### src/rtl/muldiv_sequencer.sv
// rtl/muldiv_sequencer.sv - RV32M multi-cycle multiply/divide sequencer with shift-add and restoring-divide datapath
module muldiv_sequencer #(
    parameter int DATA_W = 32
) (
    input  logic              clk,
    input  logic              reset,
    input  logic              start,
    input  logic [2:0]        Funct3,
    input  logic [DATA_W-1:0] SrcA,
    input  logic [DATA_W-1:0] SrcB,
    input  logic              flush,
    output logic              stall,
    output logic              busy,
    output logic              done,
    output logic [DATA_W-1:0] Result
);
    localparam int CW = $clog2(DATA_W);
    localparam logic [CW-1:0] LAST_STEP = CW'(DATA_W - 1);

    typedef enum logic [2:0] {IDLE, MUL, DIV, FIX, DONE} state_t;
    state_t state, state_next;

    logic [2:0]          f3;
    logic                sign;
    logic [CW-1:0]       cnt;
    logic [2*DATA_W-1:0] prod;
    logic [DATA_W-1:0]   opb;

    logic              accept, a_signed, b_signed, a_neg, b_neg, sign_in;
    logic              div_zero, div_ovf;
    logic [DATA_W-1:0] a_mag, b_mag, special_res;

    assign accept   = (state == IDLE) && start && !flush;
    assign a_signed = (Funct3 == 3'b001) || (Funct3 == 3'b010) || (Funct3 == 3'b100) || (Funct3 == 3'b110);
    assign b_signed = (Funct3 == 3'b001) || (Funct3 == 3'b100) || (Funct3 == 3'b110);
    assign a_neg    = a_signed && SrcA[DATA_W-1];
    assign b_neg    = b_signed && SrcB[DATA_W-1];
    assign a_mag    = a_neg ? -SrcA : SrcA;
    assign b_mag    = b_neg ? -SrcB : SrcB;
    // Remainder takes the dividend's sign; everything else the product of signs.
    assign sign_in  = (Funct3 == 3'b110) ? a_neg : (a_neg ^ b_neg);

    assign div_zero = Funct3[2] && (SrcB == '0);
    assign div_ovf  = Funct3[2] && !Funct3[0] && (SrcA == {1'b1, {(DATA_W-1){1'b0}}}) && (SrcB == '1);
    assign special_res = div_zero ? (Funct3[1] ? SrcA : '1)
                                  : (Funct3[1] ? '0 : {1'b1, {(DATA_W-1){1'b0}}});

    assign stall = accept || busy;

    // prod holds {acc, multiplier} while multiplying and {rem, quot} while dividing.
    logic [DATA_W:0]     mul_sum, rem_sh;
    logic [DATA_W-1:0]   rem_sub;
    logic                rem_ge;
    logic [2*DATA_W-1:0] mul_next, div_next;

    assign mul_sum  = {1'b0, prod[2*DATA_W-1:DATA_W]} + (prod[0] ? {1'b0, opb} : '0);
    assign mul_next = {mul_sum, prod[DATA_W-1:1]};
    assign rem_sh   = {prod[2*DATA_W-1:DATA_W], prod[DATA_W-1]};
    assign rem_ge   = rem_sh >= {1'b0, opb};
    assign rem_sub  = rem_sh[DATA_W-1:0] - opb;
    assign div_next = rem_ge ? {rem_sub, prod[DATA_W-2:0], 1'b1}
                             : {rem_sh[DATA_W-1:0], prod[DATA_W-2:0], 1'b0};

    logic [2*DATA_W-1:0] prod_fix;
    logic [DATA_W-1:0]   q_fix, r_fix, fix_res;

    assign prod_fix = sign ? -prod : prod;
    assign q_fix    = sign ? -prod[DATA_W-1:0] : prod[DATA_W-1:0];
    assign r_fix    = sign ? -prod[2*DATA_W-1:DATA_W] : prod[2*DATA_W-1:DATA_W];

    always_comb begin
        fix_res = '0;
        case (f3)
            3'b000:                 fix_res = prod_fix[DATA_W-1:0];
            3'b001, 3'b010, 3'b011: fix_res = prod_fix[2*DATA_W-1:DATA_W];
            3'b100, 3'b101:         fix_res = q_fix;
            default:                fix_res = r_fix;
        endcase
    end

    always_comb begin
        state_next = state;
        case (state)
            IDLE: begin
                if (accept) begin
                    if (!Funct3[2])               state_next = MUL;
                    else if (div_zero || div_ovf) state_next = DONE;
                    else                          state_next = DIV;
                end
            end
            MUL, DIV: begin
                if (flush)                  state_next = IDLE;
                else if (cnt == LAST_STEP)  state_next = FIX;
            end
            FIX:     state_next = flush ? IDLE : DONE;
            DONE:    state_next = IDLE;
            default: state_next = IDLE;
        endcase
    end

    always_ff @(posedge clk) begin
        if (reset) begin
            state  <= IDLE;
            busy   <= 1'b0;
            done   <= 1'b0;
            Result <= '0;
            cnt    <= '0;
            f3     <= '0;
            sign   <= 1'b0;
            prod   <= '0;
            opb    <= '0;
        end else begin
            state <= state_next;
            busy  <= (state_next == MUL) || (state_next == DIV) || (state_next == FIX);
            done  <= (state_next == DONE);
            if (accept) begin
                f3   <= Funct3;
                sign <= sign_in;
                cnt  <= '0;
                prod <= {{DATA_W{1'b0}}, (Funct3[2] ? a_mag : b_mag)};
                opb  <= Funct3[2] ? b_mag : a_mag;
            end else if (state == MUL) begin
                prod <= mul_next;
                cnt  <= cnt + 1'b1;
            end else if (state == DIV) begin
                prod <= div_next;
                cnt  <= cnt + 1'b1;
            end
            if (state == IDLE && state_next == DONE)
                Result <= special_res;
            else if (state == FIX && state_next == DONE)
                Result <= fix_res;
        end
    end
endmodule

### config.mk
export PLATFORM = sky130hd
export DESIGN_NAME = muldiv_sequencer
export DESIGN_NICKNAME = d
export VERILOG_FILES = /design/src/rtl/muldiv_sequencer.sv
export SDC_FILE = /design/constraint.sdc
export NUM_CORES = 1
export LEC_CHECK = 0
export BUFFER_PORTS_ARGS = -buffer_cell sky130_fd_sc_hd__buf_2
export CELL_PAD_IN_SITES_DETAIL_PLACEMENT = 0
export CELL_PAD_IN_SITES_GLOBAL_PLACEMENT = 2
export CORE_MARGIN = 1.5
export CORE_UTILIZATION = 36
export DETAILED_ROUTE_END_ITERATION = 6
export PLACE_DENSITY = 0.89
export SYNTH_ARGS = -nofsm -noshare
export SYNTH_HDL_FRONTEND = slang
export SYNTH_SLANG_ARGS = --single-unit
export TNS_END_PERCENT = 20
### constraint.sdc
create_clock -name clk -period 4.2 [get_ports clk]
set_clock_uncertainty 0.1 [all_clocks]
set_input_delay 0.84 -clock clk [delete_from_list [all_inputs] [get_ports clk]]
set_output_delay 0.84 -clock clk [all_outputs]
set_load 0.02 [all_outputs]
### Yosys cells after proc, flatten, opt, wreduce, memory -nomap -nowiden

Cells that the tools add are included.

* register bits: 142
* logic and storage cells: 98
* bits of input ports: 71
* output and inout bits: 35

* mux-type cells: 28
* add/sub/neg operators: 8
* eq/ne operators: 19
* $lt $le $gt $ge: 1
* reductions and logical operators: 31
* bitwise operators: 1

Operators with widths (number)
* 32-bit two-way mux: 13
* 64-bit two-way mux: 4
* 32-bit negator: 4
* 32-bit case mux with 3 select lines: 1
* 32-bit == test, second input constant: 2
* 64-bit negator: 1
* 32-bit by 32-bit adder with 33-bit output: 1
* 33-bit by 32-bit >= comparator with 1-bit output: 1
* 32-bit zero test: 1
* 32-bit subtractor: 1
* 3-bit by 2-bit == test with 1-bit output, second input constant: 7
* 3-bit two-way mux: 6
* 3-bit == test, second input constant: 5
* 3-bit by 1-bit == test with 1-bit output, second input constant: 4
* 1-bit logical AND: 10
* 5-bit two-way mux: 2
* 1-bit logical OR: 9
* 3-bit case mux with 3 select lines: 1
* 3-bit zero test: 2
* 2-bit OR reduction: 3
* 5-bit by 1-bit adder with 5-bit output, second input constant: 1
* 5-bit == test, second input constant: 1
* 2-bit nonzero test: 2
* 3-bit nonzero test: 1
* 4 further kinds: 5

### Longest topological paths before layout

Gate-level depths: netlist of run 1.

* word-level depth: 13
* depth in mapped cells: 14
* depth with buffers taken out: 12

### Worst setup path before layout of run 1

No wires, ideal clock.

* path type: input to register
* start: input SrcB[2]
* end: register Result[12]
* data required time: 4.014 ns
* buffers on the path: 2
* path slack: 0.607 ns
* stages: 11
* data arrival time: 3.407 ns
* cell sequence: or3_1 -> or3b_2 -> or3_1 -> nor3_2 -> nor2_1 -> or2_1 -> clkbuf_1 -> nand2_2 -> buf_2 -> nor2_1 -> a211oi_1

* cells in the longest elaborated chain, start to end: 10
* elaborated cells on any way between the ends: 15
* classes of those cells: 2 x eq/ne; 6 x mux; 7 x reduce/logical

Ends and longest elaborated chain
* start: declaration: line 10 `input logic [DATA_W-1:0] SrcB,`
* 32-bit == test / 32-bit zero test (equally long branches): line 44, 43
* 1-bit logical AND, on equally long branches: line 44, 43
* 1-bit logical OR: line 87 `else if (div_zero || div_ovf) state_next = DONE;`
* 3-bit two-way mux: line 87
* 3-bit two-way mux: line 86 `if (!Funct3[2]) state_next = MUL;`
* 3-bit two-way mux: line 85 `if (accept) begin`
* 3-bit case mux with 3 select lines: line 83 `case (state)`
* 3-bit == test: line 129, 131
* 1-bit logical AND, on equally long branches: line 129, 131
* 32-bit two-way mux / 2-bit nonzero test (equally long branches)
* end signal: assignment: line 130 `Result <= special_res;`
* end signal: assignment: line 132 `Result <= fix_res;`
* end: declaration: line 15 `output logic [DATA_W-1:0] Result`

Parallel ways exist; a longest one is shown, timed or not.
A chain may end at the register's enable or synchronous reset.

### Worst setup path in the final report of run 1

* start: register prod[2]
* end: register Result[24]

* cells in the longest elaborated chain, start to end: 5
* elaborated cells on any way between the ends: 7
* classes of those cells: 2 x add/sub; 5 x mux

Ends and longest elaborated chain
* start: declaration: line 26 `logic [2*DATA_W-1:0] prod;`
* start signal: assignment: line 120 `prod <= {{DATA_W{1'b0}}, (Funct3[2] ? a_mag : b_mag)};`
* start signal: assignment: line 123 `prod <= mul_next;`
* start signal: assignment: line 126 `prod <= div_next;`
* 64-bit negator / 32-bit negator (equally long branches): line 67, 68
* 64-bit two-way mux / 32-bit two-way mux (equally long branches): line 67, 68
* 32-bit case mux with 3 select lines (*): line 73 `case (f3)`
* 32-bit two-way mux (*): line 131 `else if (state == FIX && state_next == DONE)`
* 32-bit two-way mux (*): line 129 `if (state == IDLE && state_next == DONE)`

Mark *: on every way between the ends. The rest lies on a longest branch, timed or not. The select of a mux whose other input is x is not followed.

==> results by group, run 1 <==
Clock tree
  – Clk sinks: ~140
  – CTS tree: built
  – Worst skew pair latency: around 440 ps
  – Setup repair bufs after CTS: 0
  – H-tree depth: 4
  – Bufs on Longest Clock Path: 2
  – TritonCTS Buffers: 17
  – Clk slew on worst S/H paths: 70 ps
  – Clock root cell: clkbuf_16
  – Hold bufs inserted after CTS: 0
  – Post-cts sizing count: 0

Setup path
  – Reg2reg setup slack: slightly below 400 ps
  – Startpoint type of the worst setup path: flip-flop
  – Worst Path Class, Setup: flip-flop to flip-flop
  – Required @ worst endpoint: 4380 ps
  – Reg-to-reg startpoint: prod[2]
  – CP Max Fanout: 8
  – CP endpoint kind: flip-flop
  – Critical Path AT: roughly 4000 ps
  – Crit path max-delay cell type: o21ai_0
  – Critical Path Max Stage Delay: just over 800 ps
  – Critical-path cell list: nor4_1, and3_1, nand4_1, o21ai_0, a21oi_1, o22ai_1, a2bb2oi_1, a221oi_1, nor2_1
  – Reg-to-reg endpoint: Result[24]
  – Cells on worst reg2reg path: 9

Synthesis
  – Synth Cell Area: 14400 µm²
  – Top-area cell type share of the netlist area: a little under 20%
  – Ys async rst share: 0%
  – Yosys cell types: 85
  – Yosys Warn Count: 0
  – Yosys reg bits: approximately 140
  – Register area share after synthesis: a little under 20%
  – Syn Inst Count: between 2000 and 2500
  – Synth Net Count: between 2000 and 2500
  – Post-synth EDFFs: 0
  – Main synth FF type: dfxtp_1
  – Top area cells in the synthesized netlist: dfxtp_1 (20%), a21oi_1 (7.8%), xnor2_1 (6.3%), ha_1 (6.2%), nor2_1 (5.4%)
  – Avg Cell Area, Syn: ~7 µm²
  – Cell taking the most area after synthesis: dfxtp_1

Route
  – DR DRC count: 0
  – Via density: 6.17
  – Drt wl/cell: about 24 µm
  – DR pass1 iterations: 5
  – Via count: 16300
  – 1st-iter DRT viols: 1958
  – Aggregate routed wire length: ~63 mm
  – Antenna viol nets, final: 0

Finish
  – Fillers: between 4000 and 5000
  – Area occupied by multi-input gates: around 11000 µm²
  – Synth-to-layout area growth: 13.6%
  – Sequential Area: approximately 2800 µm²
  – Post-route core utilization: about two fifths
  – Antenna Cells: 0
  – Fin area: roughly 16000 µm²
  – Fraction of layout cells with a size suffix above 1: ~13%
  – Nets: 2248

STA
  – Hold Fails Final Rpt: 0
  – Worst-Margin Slew: around 1100 ps
  – Period utilization: between 90% and 100%
  – RSZ-0062 raised after global routing: no
  – Worst slew margin: 28.1%
  – Min Clock Period, post-route: roughly 3800 ps
  – Final Setup Violations: 0
  – Setup_tns: 0 ps
  – Fmax: between 200 and 300 MHz
  – Max-slew violations: 0

Global routing
  – Initial antenna violation count: 0
  – Largest net degree at the start of global routing: 95
  – First-pass GRT wire length: ~94 mm
  – GRT Util Overall: just over 30%
  – Number of global-route vias before repair: 14700
  – Grt total ovfl: 0

Power and ir drop
  – Pwr Density: 323 nW/µm²
  – Leakage dissipation: approximately 6.4 nW
  – Final Power: 5.26 mW
  – Peak supply drop: between 0.0002 and 0.00025 V

Placement
  – Placed Area: 15700 µm²
  – Post-DP HPWL: slightly below 50 mm
  – Port bufs: about 110
  – Global placement routability congestion: ~1

Floorplan
  – Die Width: 203 µm
  – Starting density of the core: a little under two fifths
  – Die ar.: slightly above 40000 µm²
  – Io pins: about 110
  – Row cnt: between 70 and 80
  – Die span in y: 203 µm
  – Core ar.: 39000 µm²

Hold path
  – Worst min path class: flip-flop to flip-flop
  – Worst min-delay path endpoint: opb[7]
  – Hold Crit Start: opb[7]
  – Worst Hold Depth: 2

Run status
  – Status: finished clean

Run
  – Max cap viols: 0
metal layers:
metal / share of wire (%) / routed length [µm] / vias up / global-route usage, %
li1: - / - / 7644 / -
met1: 45 / 28400 / 7684 / 43.2
met2: 43 / 27200 / 807 / 45.4
met3: 7.8 / 4930 / 116 / 3.63
met4: 4.3 / 2700 / 0 / 12.4
met5: 0 / 0 / - / 0
Yosys cell counts (15+ instances only):
master and number:
a31oi_1 32, buf_1 15, nand3_1 48, dfxtp_1 142, inv_1 67, a21oi_1 224
nor4_1 17, or4_1 17, o41ai_1 17, o211ai_1 45, nand4_1 20, a21o_1 30
o31ai_1 32, o221ai_1 36, clkbuf_1 129, ha_1 71, nand2b_1 15, nor3_1 44
xnor2_1 103, a211oi_1 35, xor2_1 62, o22a_1 15, nand2_1 201, nor2_1 206
mux2i_1 26, o22ai_1 15, o21ai_0 147, or3_1 19
metrics by stage:
stage                     instances  hold slack [ps]  setup slack [ps]
final                          2635              354               384
after global routing           2635              381               111
after CTS                      2635              357               438
after detailed placement       2603              345               194
after global placement         2603              342               258
after floorplan                2041              332               607
how the worst max path moves through the flow:
stage                 endpoint  cells after the start    start  slack, ps
floorplan           Result[12]                     11  SrcB[2]        610
global placement     Result[0]                     10  SrcB[2]        260
detailed placement   Result[0]                     10  SrcB[2]        190
CTS                   prod[55]                     12  opb[27]        440
global route          prod[60]                     14  prod[0]        110
finish              Result[24]                      9  prod[2]        380
layout by cell type (no fill, tap or decap), types with 19 or more instances in the layout:
cell      synthesis  layout
nand3_1          48      48
nand4_1          20      20
a21oi_1         224     223
buf_2             7     104
o211ai_1         45      45
a31oi_1          32      32
nor3_1           44      44
xnor2_1         103     103
nor2_1          206     205
or3_1            19      19
xor2_1           62      62
dfxtp_1         142     141
a211oi_1         35      35
mux2i_1          26      26
nand2_1         201     200
o221ai_1         36      36
o31ai_1          32      32
buf_4             0      93
o21ai_0         147     147
inv_1            67      67
ha_1             71      71
a21o_1           30      30
sequential cells by signal, summed over array words and instances, names as in the netlist:
| name | flops |
|---|---|
| busy | 1 |
| done | 1 |
| sign | 1 |
| f3 | 3 |
| prod | 64 |
| state | 3 |
| cnt | 5 |
| Result | 32 |
| opb | 32 |
critical path: cells and delay by family (launching register included):
family             cells  cell delay (ps)
DFF                    1              400
and+or+nand+nor        4             1520
AOI/OAI and AO/OA      5             1640
cells by family after synthesis:
| logic type | after synthesis | synth area share [%] |
|---|---|---|
| mux | 38 | 2.76 |
| simple gates | 668 | 22.1 |
| compound gates | 731 | 32.8 |
| buf+inv | 224 | 5.98 |
| xor+xnor | 165 | 10.1 |
| flops | 142 | 19.8 |
| fa+ha+maj | 73 | 6.47 |
power by group:
group	total, mW	internal, mW	switching [mW]
registers	1.50	1.41	0.0908
logic	2.09	0.769	1.32
clock network	1.67	0.980	0.687
area by class of cell:
type	instances	area share, %
clock inverter	13	1.09
clock buffer	19	2.78
timing repair buffer	197	7.48
sequential	142	17.4
multi-input combinational	1675	65.6
inverter	71	1.63
tap	518	3.98
(Power assumes the default switching activity.)
==> run 2, diff against run 1 <==
HOLD_SLACK_MARGIN = 0.05   (was default)
RECOVER_POWER = 25   (was default)
==> run 2 against run 1 <==
  * Global-route usage is the same
  * Worst hold slack about the same
  * Design area decreased by 0.34%
  * Power hardly changed
  * Final cell count is essentially flat
  * Combinational power about the same
  * Sequential power about the same
  * First-iteration DRC count down 3.5%
  * Sequential share of layout area is 0.059 points higher
  * Critical path depth decreased by 2
  * Largest power group unchanged
==> results by group, run 2 (synthesis results as in run 1) <==
Run status
  – Status: finished clean

Finish
  – Commonest cells after routing, fill and taps aside: a21oi_1 (223), nor2_1 (205), nand2_1 (201)
  – Synth-to-layout area growth: 13.2%
  – Register bank with the most flops: prod
  – Fraction of layout cells with a size suffix above 1: a little under an eighth
  – Commonest non-fill, non-tap cell in the layout: a21oi_1
  – Largest regs: prod: 64 flops, Result: 32 flops, opb: 32 flops
  – Max reg flops: 64
  – Nets: between 2000 and 2500
  – Fillers: 4138
  – Post-route core utilization: a little over two fifths

Route
  – 1st-iter DRT viols: 1889
  – Via density: around 6
  – Via count: between 15000 and 20000
  – Drt wl/cell: 24.0 µm
  – Antenna viol nets, final: 0
  – DR pass1 iterations: 6
  – Aggregate routed wire length: 63.2 mm
  – DR DRC count: 0

Placement
  – Pre-CTS setup slack: just under 200 ps
  – Port bufs: 105
  – Post-DP HPWL: ~50 mm
  – Global placement routability congestion: roughly 0.99

Floorplan
  – Starting density of the core: 36.8%
  – Core ar.: just under 40000 µm²
  – Row cnt: 72
  – Die span in y: 203 µm
  – Io pins: between 100 and 150
  – Die ar.: about 41000 µm²
  – Die Width: roughly 200 µm

STA
  – Period utilization: a little over nine tenths
  – Setup_tns: 0 ps
  – Post-layout worst setup margin: 254 ps
  – RSZ-0062 raised after global routing: no
  – Worst-Margin Slew: 1280 ps
  – Hold Fails Final Rpt: 0
  – Max-slew violations: 0
  – WHS: between 300 and 400 ps
  – Final Setup Violations: 0
  – Worst slew margin: approximately 14%
  – Min Clock Period, post-route: 3950 ps
  – Fmax: between 200 and 300 MHz

Global routing
  – Largest net degree at the start of global routing: 95
  – Grt total ovfl: 0
  – Number of global-route vias before repair: 14700
  – Most Crowded Layer GR: met2
  – First-pass GRT wire length: between 90 and 100 mm
  – M1 GR Usage: between 40% and 50%
  – Met2 usage: 45.4%
  – Initial antenna violation count: 0
  – GRT Util Overall: a little under a third
  – GRT met3 Usage: 3.63%

Setup path
  – Critical Path AT: approximately 4200 ps
  – Cell family with most CP delay: buffers and inverters
  – Critical-path cell list: clkbuf_2, nor4_1, and2_0, clkbuf_2, clkbuf_2, o211ai_1, a21oi_1
  – Reg-to-reg endpoint: opb[19]
  – Reg-to-reg startpoint: state[2]
  – Reg2reg setup slack: between 200 and 300 ps
  – CP Max Fanout: 47
  – Startpoint type of the worst setup path: flip-flop
  – Worst path bufs/invs: 3
  – Required @ worst endpoint: approximately 4500 ps
  – Crit path max-delay cell type: clkbuf_2
  – Worst setup startpoint: state[2]
  – Cells on worst reg2reg path: 7
  – Worst Path Class, Setup: flip-flop to flip-flop
  – Critical Path Max Stage Delay: about 850 ps
  – CP endpoint kind: flip-flop
  – CP dominant cell by count: clkbuf_2

Clock tree
  – H-tree depth: 4
  – TritonCTS Buffers: 17
  – Post-cts sizing count: 0
  – Worst skew pair latency: about 440 ps
  – CTS tree: built
  – Setup repair bufs after CTS: 0
  – Bufs on Longest Clock Path: 2
  – Clk sinks: between 100 and 150
  – Clk slew on worst S/H paths: 60 ps
  – Hold bufs inserted after CTS: 0
  – Clock root cell: clkbuf_16

Power and ir drop
  – Peak supply drop: around 0.00022 V
  – Leakage dissipation: between 6 and 7 nW
  – Pwr Density: 323 nW/µm²
  – Final Power: between 5 and 6 mW

Hold path
  – Worst min path class: flip-flop to flip-flop
  – Worst min-delay path endpoint: opb[7]
  – Worst Hold Depth: 2
  – Hold Crit Start: opb[7]

Run
  – Max cap viols: 0
run 2: worst max-delay path by stage:
stage	to	cells after the start
finish	opb[19]	7
floorplan	Result[12]	11
global placement	Result[0]	10
CTS	prod[55]	12
detailed placement	Result[0]	10
global route	prod[60]	14
run 2: worst register-to-register path: stages, from the launching register on:
cell      delay [ps]
dfxtp_1          310
clkbuf_2         460
nor4_1           540
and2_0           330
clkbuf_2         580
clkbuf_2         850
o211ai_1         460
a21oi_1          240
run 2: stage by stage:
stage / instances / cell area [µm²]
2_1_floorplan: 2041 / 14400
3_3_place_gp: 2603 / 15700
3_5_place_dp: 2603 / 15700
4_1_cts: 2635 / 16300
5_1_grt: 2635 / 16200
6_report: 2636 / 16200
run 2: cell type report:
type	count	area, µm²	share of cell area (%)
tap	518	648	3.99
inverter	71	267	1.64
clock buffer	19	453	2.79
clock inverter	13	178	1.09
sequential	142	2840	17.5
antenna	1	2.50	0.0154
timing repair buffer	197	1160	7.17
multi-input combinational	1675	10700	65.8
run 2: routing by layer:
metal	wire length, µm	vias up
met3	4790	109
met5	0	-
li1	-	7644
met1	28700	7655
met4	2650	0
met2	27100	799
run 2: power by group:
part | leakage [nW] | switching, mW | internal (mW) | total, mW
clock | 0.303 | 0.688 | 0.981 | 1.67
sequential | 1.16 | 0.0907 | 1.41 | 1.50
combinational | 4.80 | 1.32 | 0.767 | 2.08
total | 6.26 | 2.09 | 3.16 | 5.25
==> run 3, diff against run 2 <==
ABC_CLOCK_PERIOD_IN_PS = 3700   (was default)
clock period = 3.7 ns   (was 4.2 ns; I/O delays follow)
==> run 3 against run 2 <==
  * The run now ends with DRC, capacitance limit, slew limit left
  * Combinational power increased by 20%
  * Sequential cell count stayed put
  * Worst hold slack lost 1.4 ps
  * Utilization up 1.9 points
  * Wire length up 1.9%
  * Critical path depth is 3 higher
  * Clock power rose by 14%
  * Largest cell class unchanged
==> results by group, run 3 (synthesis results as in run 1) <==
Finish
  – Post-route core utilization: between 40% and 50%
  – Largest regs: prod: 64 flops, Result: 32 flops, opb: 32 flops
  – Sequential Area: between 2000 and 3000 µm²
  – Commonest cells after routing, fill and taps aside: a21oi_1 (223), nor2_1 (205), nand2_1 (201)
  – Synth-to-layout area growth: 18.2%
  – Register bank with the most flops: prod
  – Commonest non-fill, non-tap cell in the layout: a21oi_1
  – Fraction of layout cells with a size suffix above 1: ~15%
  – Area occupied by multi-input gates: roughly 11000 µm²
  – Nets: about 2300
  – Max reg flops: between 60 and 70
  – Antenna Cells: 0
  – Fillers: a little over 4000

Floorplan
  – Die Width: around 200 µm
  – Io pins: approximately 110
  – Starting density of the core: a little under two fifths
  – Core ar.: between 30000 and 40000 µm²
  – Die ar.: between 40000 and 50000 µm²
  – Die span in y: 203 µm
  – Row cnt: 72

Clock tree
  – H-tree depth: 4
  – Clock root cell: clkbuf_16
  – Clk sinks: about 140
  – CTS tree: built
  – Hold bufs inserted after CTS: 0
  – Worst skew pair latency: ~450 ps
  – TritonCTS Buffers: 17
  – Clk slew on worst S/H paths: ~70 ps
  – Bufs on Longest Clock Path: 2

STA
  – Setup_tns: 0 ps
  – Hold Fails Final Rpt: 0
  – Period utilization: 97.6%
  – Max-slew violations: 68
  – Worst-Margin Slew: ~1500 ps
  – RSZ-0062 raised after global routing: yes
  – Fmax: between 200 and 300 MHz
  – Worst slew margin: -2.36%
  – Min Clock Period, post-route: between 3000 and 4000 ps
  – Final Setup Violations: 0

Setup path
  – Critical Path AT: approximately 3800 ps
  – Worst Path Class, Setup: flip-flop to flip-flop
  – Reg2reg setup slack: 90 ps
  – CP endpoint kind: flip-flop
  – Required @ worst endpoint: 3870 ps
  – Reg-to-reg endpoint: Result[27]
  – Worst setup startpoint: prod[10]
  – Startpoint type of the worst setup path: flip-flop
  – CP Max Fanout: 5
  – Cells on worst reg2reg path: 10
  – Reg-to-reg startpoint: prod[10]
  – CP endpoint: Result[27]

Run status
  – Failing checks: DRC, capacitance limit, slew limit
  – Status: finished, violations left

Global routing
  – Grt total ovfl: 0
  – GRT Util Overall: 30.6%
  – First-pass GRT wire length: between 90 and 100 mm
  – Number of global-route vias before repair: about 15000
  – Initial antenna violation count: 1
  – Largest net degree at the start of global routing: 89

Hold path
  – Worst min path class: flip-flop to flip-flop
  – Worst Hold Depth: 2

Route
  – 1st-iter DRT viols: between 1500 and 2000
  – Antenna viol nets, final: 0
  – Via density: roughly 6.1
  – Via count: 16700
  – DR DRC count: 1
  – Aggregate routed wire length: 64.4 mm
  – DR pass1 iterations: 7
  – Drt wl/cell: 23.6 µm

Power and ir drop
  – Peak supply drop: 0.000266 V
  – Leakage dissipation: around 6.7 nW
  – Pwr Density: ~360 nW/µm²

Run
  – Max cap viols: 1

Placement
  – Global placement routability congestion: approximately 1
  – Post-DP HPWL: approximately 51 mm
  – Port bufs: around 110
## run 3: cell types whose count changed in the layout (fill, tap and decap cells not counted), sizes merged
cell	before	now
clkbuf	57	58
buf	159	251
clkinvlp	2	1
diode	1	0
clkinv	6	7
## run 3: critical path, cell delays in order, from the launching register on
cell and delay, ps:
dfxtp_1 310, or4_4 560, or4_4 540, or3_4 460, or3_4 410, o41ai_4 220, xor2_1 210, nand2_1 80
a311oi_2 280, buf_4 180, a2111oi_0 60
## run 3: worst min path at each step
stage / endpoint / slack, ps / startpoint
after detailed placement: opb[22] / 350 / opb[22]
final: opb[22] / 350 / opb[22]
after CTS: opb[22] / 360 / opb[22]
after global placement: opb[22] / 340 / opb[22]
after global routing: opb[24] / 380 / opb[24]
after floorplan: opb[11] / 330 / opb[11]
## run 3: layout make-up
class	instances	share of cell area, %
clock buffer	19	2.61
clock inverter	13	1.05
inverter	71	1.57
multi-input combinational	1675	63.2
sequential	142	16.8
tap	518	3.82
timing repair buffer	290	11.0
## run 3: metal layers
metal / routed length [µm] / vias up / global-route usage (%)
met1: 29000 / 7964 / 43.3
met4: 2570 / 2 / 13.0
met5: 22 / - / 0
met2: 28000 / 805 / 46.8
li1: - / 7819 / -
met3: 4820 / 98 / 3.52
## run 3: timing repair
item / CTS / global route
buffers inserted: 0 / 1
gates resized for setup: 0 / 7
setup endpoints to repair: 0 / 11
## run 3: per-stage QoR
step | area [µm²] | total power, mW | setup WS (ps) | hold WS [ps] | std cells
final | 17000 | 6.07 | 88.6 | 353 | 2728
after global routing | 17000 | 6.35 | -60.8 | 376 | 2728
after CTS | 17000 | 6.03 | 66.2 | 359 | 2727
after detailed placement | 16400 | 4.13 | 19.5 | 351 | 2695
after global placement | 16400 | 4.13 | 78.6 | 343 | 2695
after floorplan | 14400 | 3.27 | 207 | 332 | 2041
## run 3: where the power goes
group | internal (mW) | leakage (nW) | switching, mW
Sequential | 1.60 | 1.16 | 0.0713
Clock | 1.10 | 0.301 | 0.806
Combinational | 0.942 | 5.27 | 1.55
Total | 3.64 | 6.73 | 2.43
